`src/rtl/pipe_scheduler.sv`:
```
// Pipe scheduler for a side-scrolling game: seeds two pipes from the LFSR,
// scrolls them on each frame tick, respawns them off the left edge and counts passes.
module pipe_scheduler #(
  parameter int SPAWN_X = 640,
  parameter int SPACING = 320,
  parameter int SPEED   = 2,
  parameter int GAP_MIN = 100,
  parameter int BIRD_X  = 160
) (
  input  logic       clk,
  input  logic       rst,
  input  logic       start,
  input  logic       tick,
  input  logic       crash,
  input  logic [8:0] rnd_in,
  output logic       lfsr_init,
  output logic [9:0] pipe0_x,
  output logic [9:0] pipe1_x,
  output logic [8:0] pipe0_y,
  output logic [8:0] pipe1_y,
  output logic       running,
  output logic [7:0] score,
  output logic       score_pulse
);

  localparam logic [2:0] IDLE    = 3'd0;
  localparam logic [2:0] S_INIT  = 3'd1;
  localparam logic [2:0] S_LOAD0 = 3'd2;
  localparam logic [2:0] S_LOAD1 = 3'd3;
  localparam logic [2:0] RUN     = 3'd4;
  localparam logic [2:0] FROZEN  = 3'd5;

  localparam logic [9:0] SPAWN0_C = 10'(SPAWN_X);
  localparam logic [9:0] SPAWN1_C = 10'(SPAWN_X + SPACING);
  localparam logic [9:0] SPEED_C  = 10'(SPEED);
  localparam logic [9:0] BIRD_C   = 10'(BIRD_X);
  localparam logic [8:0] GAP_C    = 9'(GAP_MIN);

  // Only the low byte of the LFSR is used so the gap centre never exceeds 9 bits.
  function automatic logic [8:0] gap_map(input logic [8:0] r);
    return GAP_C + {1'b0, r[7:0]};
  endfunction

  logic [2:0] state_r, state_nxt_s;
  logic [9:0] pipe0_x_r, pipe1_x_r;
  logic [8:0] pipe0_y_r, pipe1_y_r;
  logic [7:0] score_r;
  logic       score_pulse_r, lfsr_init_r, running_r;

  logic [9:0] step0_s, step1_s;
  logic       respawn0_s, respawn1_s, pass0_s, pass1_s, adv_s;
  logic [1:0] pass_cnt_s;
  logic [8:0] score_sum_s;
  logic [7:0] score_sat_s;

  // Game-flow next-state decode.
  always_comb begin
    state_nxt_s = state_r;
    case (state_r)
      IDLE:    if (start) state_nxt_s = S_INIT;  else state_nxt_s = IDLE;
      S_INIT:  state_nxt_s = S_LOAD0;
      S_LOAD0: state_nxt_s = S_LOAD1;
      S_LOAD1: state_nxt_s = RUN;
      RUN:     if (crash) state_nxt_s = FROZEN;  else state_nxt_s = RUN;
      FROZEN:  if (start) state_nxt_s = S_INIT;  else state_nxt_s = FROZEN;
      default: state_nxt_s = IDLE;
    endcase
  end

  // Per-tick scroll, respawn and pass detection; a respawning pipe counts as
  // having crossed the bird column if it started at or right of it.
  always_comb begin
    adv_s       = (state_r == RUN) && tick && !crash;
    step0_s     = pipe0_x_r - SPEED_C;
    step1_s     = pipe1_x_r - SPEED_C;
    respawn0_s  = (pipe0_x_r < SPEED_C);
    respawn1_s  = (pipe1_x_r < SPEED_C);
    pass0_s     = (pipe0_x_r >= BIRD_C) && (respawn0_s || (step0_s < BIRD_C));
    pass1_s     = (pipe1_x_r >= BIRD_C) && (respawn1_s || (step1_s < BIRD_C));
    pass_cnt_s  = {1'b0, pass0_s} + {1'b0, pass1_s};
    score_sum_s = {1'b0, score_r} + {7'd0, pass_cnt_s};
    if (score_sum_s[8]) begin
      score_sat_s = 8'hFF;
    end else begin
      score_sat_s = score_sum_s[7:0];
    end
  end

  // State register with the status outputs registered against the next state.
  always_ff @(posedge clk or negedge rst) begin
    if (!rst) begin
      state_r     <= IDLE;
      lfsr_init_r <= 1'b0;
      running_r   <= 1'b0;
    end else begin
      state_r     <= state_nxt_s;
      lfsr_init_r <= (state_nxt_s == S_INIT);
      running_r   <= (state_nxt_s == RUN);
    end
  end

  // Pipe position and gap registers.
  always_ff @(posedge clk or negedge rst) begin
    if (!rst) begin
      pipe0_x_r <= 10'd0;
      pipe1_x_r <= 10'd0;
      pipe0_y_r <= 9'd0;
      pipe1_y_r <= 9'd0;
    end else begin
      case (state_r)
        S_LOAD0: begin
          pipe0_x_r <= SPAWN0_C;
          pipe0_y_r <= gap_map(rnd_in);
        end
        S_LOAD1: begin
          pipe1_x_r <= SPAWN1_C;
          pipe1_y_r <= gap_map(rnd_in);
        end
        RUN: begin
          if (adv_s) begin
            pipe0_x_r <= respawn0_s ? SPAWN0_C : step0_s;
            pipe0_y_r <= respawn0_s ? gap_map(rnd_in) : pipe0_y_r;
            pipe1_x_r <= respawn1_s ? SPAWN0_C : step1_s;
            pipe1_y_r <= respawn1_s ? gap_map(rnd_in) : pipe1_y_r;
          end else begin
            pipe0_x_r <= pipe0_x_r;
            pipe1_x_r <= pipe1_x_r;
            pipe0_y_r <= pipe0_y_r;
            pipe1_y_r <= pipe1_y_r;
          end
        end
        default: begin
          pipe0_x_r <= pipe0_x_r;
          pipe1_x_r <= pipe1_x_r;
          pipe0_y_r <= pipe0_y_r;
          pipe1_y_r <= pipe1_y_r;
        end
      endcase
    end
  end

  // Saturating score and its one-cycle pass pulse.
  always_ff @(posedge clk or negedge rst) begin
    if (!rst) begin
      score_r       <= 8'd0;
      score_pulse_r <= 1'b0;
    end else if (state_r == S_INIT) begin
      score_r       <= 8'd0;
      score_pulse_r <= 1'b0;
    end else if (adv_s) begin
      score_r       <= score_sat_s;
      score_pulse_r <= (pass_cnt_s != 2'd0);
    end else begin
      score_r       <= score_r;
      score_pulse_r <= 1'b0;
    end
  end

  assign lfsr_init   = lfsr_init_r;
  assign running     = running_r;
  assign pipe0_x     = pipe0_x_r;
  assign pipe1_x     = pipe1_x_r;
  assign pipe0_y     = pipe0_y_r;
  assign pipe1_y     = pipe1_y_r;
  assign score       = score_r;
  assign score_pulse = score_pulse_r;

endmodule

```
`config.mk`:
```
export PLATFORM = sky130hd
export DESIGN_NAME = pipe_scheduler
export DESIGN_NICKNAME = d
export VERILOG_FILES = /design/src/rtl/pipe_scheduler.sv
export SDC_FILE = /design/constraint.sdc
export NUM_CORES = 1
export LEC_CHECK = 0
export ABC_CLOCK_PERIOD_IN_PS = 3220
export CAP_MARGIN = 25
export CORE_ASPECT_RATIO = 1.2
export CORE_MARGIN = 1.5
export CORE_UTILIZATION = 46
export DETAILED_ROUTE_END_ITERATION = 16
export PLACE_DENSITY_LB_ADDON = 0.15
export SLEW_MARGIN = 20
export SYNTH_ARGS = -nofsm -noshare
export SYNTH_HDL_FRONTEND = slang
export SYNTH_SLANG_ARGS = --single-unit
```
`constraint.sdc`:
```
create_clock -name clk -period 3.22 [get_ports clk]
set_input_delay 0.322 -clock clk [delete_from_list [all_inputs] [get_ports clk]]
set_output_delay 0.322 -clock clk [all_outputs]
set_load 0.02 [all_outputs]
```
==> summary.md <==
| Metric | Value |
|---|---|
| Gr ovfl total | `0` |
| Ys Warns | `0` |
| Num rows | `31` |
| Int Power | `2.244 mW` |
| Final WL | `6710 um` |
| Hpwl dp | `4883 um` |
| Fraction of layout instances using a drive strength above 1 | `0.2521` |
| Worst-Margin Slew | `0.8767 ns` |
| Final worst slack | `-0.1027 ns` |
| IO Count | `63` |
| Tmin final | `3.323 ns` |
| Failing checks | `setup timing` |
| Fin. Hold Viols | `0` |
| Total track usage | `0.2113` |
| MaxCap Viol Count | `0` |
| CTS tree | `built` |
| CP Launch Type | `flip-flop` |
| Hold_ws | `0.1162 ns` |
| CTS Hold Bufs | `0` |
| Total power | `3.868 mW` |
| Initial core utilization | `0.4746` |
| Outcome | `finished with violations` |
| EDFF count, synth | `0` |
| CTS clock-pin slew for the worst setup and hold paths | `0.10 ns` |
| CTS sink cnt | `50` |
| Routability cong. | `0.8563` |
| Seq pwr share | `0.278` |
| Slew Limit Fails | `0` |
| Fillers | `519` |
| Static leakage | `around 1.6 nW` |
| Crit path arrival time | `3.56 ns` |
| Cell area after synthesis | `2872 um^2` |
| Clk buf depth | `2` |
| Final setup skew | `around 0.0084 ns` |
| First-pass GRT wire length | `about 11000 um` |
| Setup Crit Path Kind | `flip-flop to flip-flop` |
| HP Class | `input port to asynchronous set/reset pin` |
| Core region area | `6051 um^2` |
| Root Driver | `clkbuf_8` |
| Commonest non-fill, non-tap cell in the layout | `clkdlybuf4s50_1` |
| Clock power share | `0.115` |
| Horiz. Die Dim | `75.13 um` |
| Final Instance Area | `between 3000 and 4000 um^2` |
| Via Count | `2459` |
| DR DRC count | `0` |
| Vert. Die Dim | `89.55 um` |
| Asr flop ratio synth | `1.000` |
| Top_reg_cell synth | `dfrtp_1` |
| Drt first pass iters | `4` |
| Vias in the first global route | `2296` |
| Die area | `between 6000 and 7000 um^2` |
| Final setup fails | `5` |
| Syn_area_per_cell | `~11 um^2` |
| Initial antenna violation count | `0` |
| Worst-Skew Late Latency | `between 0.3 and 0.4 ns` |
| Dominant cells by area after synthesis | `dfrtp_1, mux2_2, o21ai_0, ha_1, inv_1` |
| NumNets Final | `roughly 380` |
| Post-synth top area share | `0.4357` |
| Antenna diode count | `0` |
| Worst Path Max Fanout | `5` |
| Yosys reg bits | `50` |
| Area Growth Syn to Fin | `36.12%` |
| CTS H-tree depth | `2` |
| Largest area contributor in the netlist | `dfrtp_1` |
| Logic gate share of total power | `0.607` |
| CTS buffer count | `5` |
| Final TNS setup | `-0.3308 ns` |
| Vias per cell | `5.601` |
| Non-filler instance count after layout | `roughly 440` |
| Sequential area share after synthesis | `0.4357` |
| Worst Path Required | `3.46 ns` |
| Iter 0 DRT Violations | `133` |
| Cells after synthesis | `272` |
| Remaining antenna violation count | `0` |
| Max Fclk | `301.0 MHz` |
| Area post-placement | `3719 um^2` |
| P_sw | `1.624 mW` |
| Max_slew headroom | `0.4155` |
| Pwr Density | `~1000 nW/um^2` |
| RSZ-0062 raised after global routing | `yes` |
| Port-buffer cells | `59` |
| Sw frac | `0.4200` |
| Crit. End Element | `flip-flop` |
| Post-placement cell count | `429` |
| WL per Instance | `about 15 um` |
| Worst vdd ir | `0.5493 mV` |
| Number of unique standard cell types used by synthesis | `71` |
| Largest net degree at the start of global routing | `39` |
| Most frequent cells in the layout | `clkdlybuf4s50_1, dfrtp_1, buf_4` |
| Crit share post-route | `1.032` |
## synth_stat cells, types with 3 or more instances
cell	count
nor3_1	6
nand3_1	6
mux2_2	16
clkbuf_1	3
dfrtp_1	50
nor2_1	12
nor4_1	3
nand2_1	10
buf_2	3
o31ai_1	5
a21o_1	8
inv_1	17
and3_1	3
nor2b_1	5
xnor2_1	3
ha_1	7
nand2b_1	3
a22o_1	4
o21ai_1	3
nor3b_1	4
nand4_1	3
a21oi_1	11
o21ai_0	21
## per-layer routing
metal / share of wire / global-route usage / wire length [um]
met2: 0.50 / 0.3371 / 3332
met4: 0.018 / 0.07273 / 119
met1: 0.44 / 0.2764 / 2959
met3: 0.045 / 0.05637 / 299
met5: 0 / 0 / 0
## layout make-up
| cell class | instances | area (um^2) | area share |
|---|---|---|---|
| multi-input cells | 196 | 1590 | 0.4069 |
| well taps | 82 | 102.6 | 0.02625 |
| clock inverters | 3 | 40.04 | 0.01024 |
| clock buffers | 5 | 68.82 | 0.01761 |
| inverters | 17 | 63.81 | 0.01633 |
| repair buffers | 86 | 788.3 | 0.2017 |
| flip-flops and latches | 50 | 1255 | 0.3211 |
## per-stage QoR
| step | worst slack (ns) | utilization |
|---|---|---|
| finish | -0.1027 | 0.6460 |
| global route | -0.2184 | 0.6460 |
| CTS | -0.1245 | 0.6361 |
| detailed placement | -0.1538 | 0.6146 |
| global placement | -0.07740 | 0.6146 |
| floorplan | -0.1217 | - |
## kinds of logic (layout without fill, tap and decap cells)
| group | after synthesis | count (layout) | share of synthesized area |
|---|---|---|---|
| AND/OR/NAND/NOR | 82 | 82 | 0.1826 |
| AO/OA/AOI/OAI | 81 | 81 | 0.2135 |
| flip-flops | 50 | 50 | 0.4357 |
| buffers and inverters | 27 | 111 | 0.04444 |
| multiplexers | 18 | 18 | 0.06972 |
| adder cells (fa/ha/maj) | 8 | 8 | 0.03747 |
| XOR/XNOR | 5 | 5 | 0.01525 |
| other | 1 | 2 | 0.001306 |
## registers in the layout, indices dropped and copies added (netlist names)
register and count:
pipe1_y 9, pipe0_x 9, score 8, state_r 3, lfsr_init 1, running 1, pipe0_y 9, score_pulse 1
pipe1_x 9
## worst max-delay path: stages (launching register included)
cell and delay (ns):
dfrtp_2 0.42, inv_2 0.06, ha_4 0.15, or4b_4 0.54
o22ai_4 0.11, a21oi_2 0.09, a211o_1 0.26, ha_4 0.28
ha_4 0.13, inv_2 0.03, fa_2 0.33, and4b_1 0.27
nand4_1 0.23, nor2b_2 0.24, o21ai_1 0.10
## power by group through the flow
stage	combinational, mW	sequential [mW]	clock, mW
after floorplan	1.09	1.33	0
after global placement	2.20	1.08	0
after detailed placement	2.24	1.08	0
after CTS	2.29	1.08	0.458
after global routing	2.54	1.12	0.480
final	2.35	1.07	0.444
## path summary, 6_finish.rpt
kind	startpoint	cells past startpoint	slack, ns	to
min in group clk	pipe1_y[5]	1	0.51	pipe1_y[5]
worst min register to register	pipe1_y[5]	1	0.51	pipe1_y[5]
max in group asynchronous	rst	2	2.38	pipe1_y[8]
worst max-delay path	pipe0_x[1]	14	-0.10	score[0]
worst max register to register	pipe0_x[1]	14	-0.10	score[0]
worst min-delay path	rst	1	0.12	pipe0_x[1]
## timing repair
item / in CTS / in global routing
setup endpoints to repair: 6 / 8
resized for setup: 4 / 10
pin swaps: 7 / 4
buffers inserted: 2 / 1
Power figures use the tool's default switching activity.
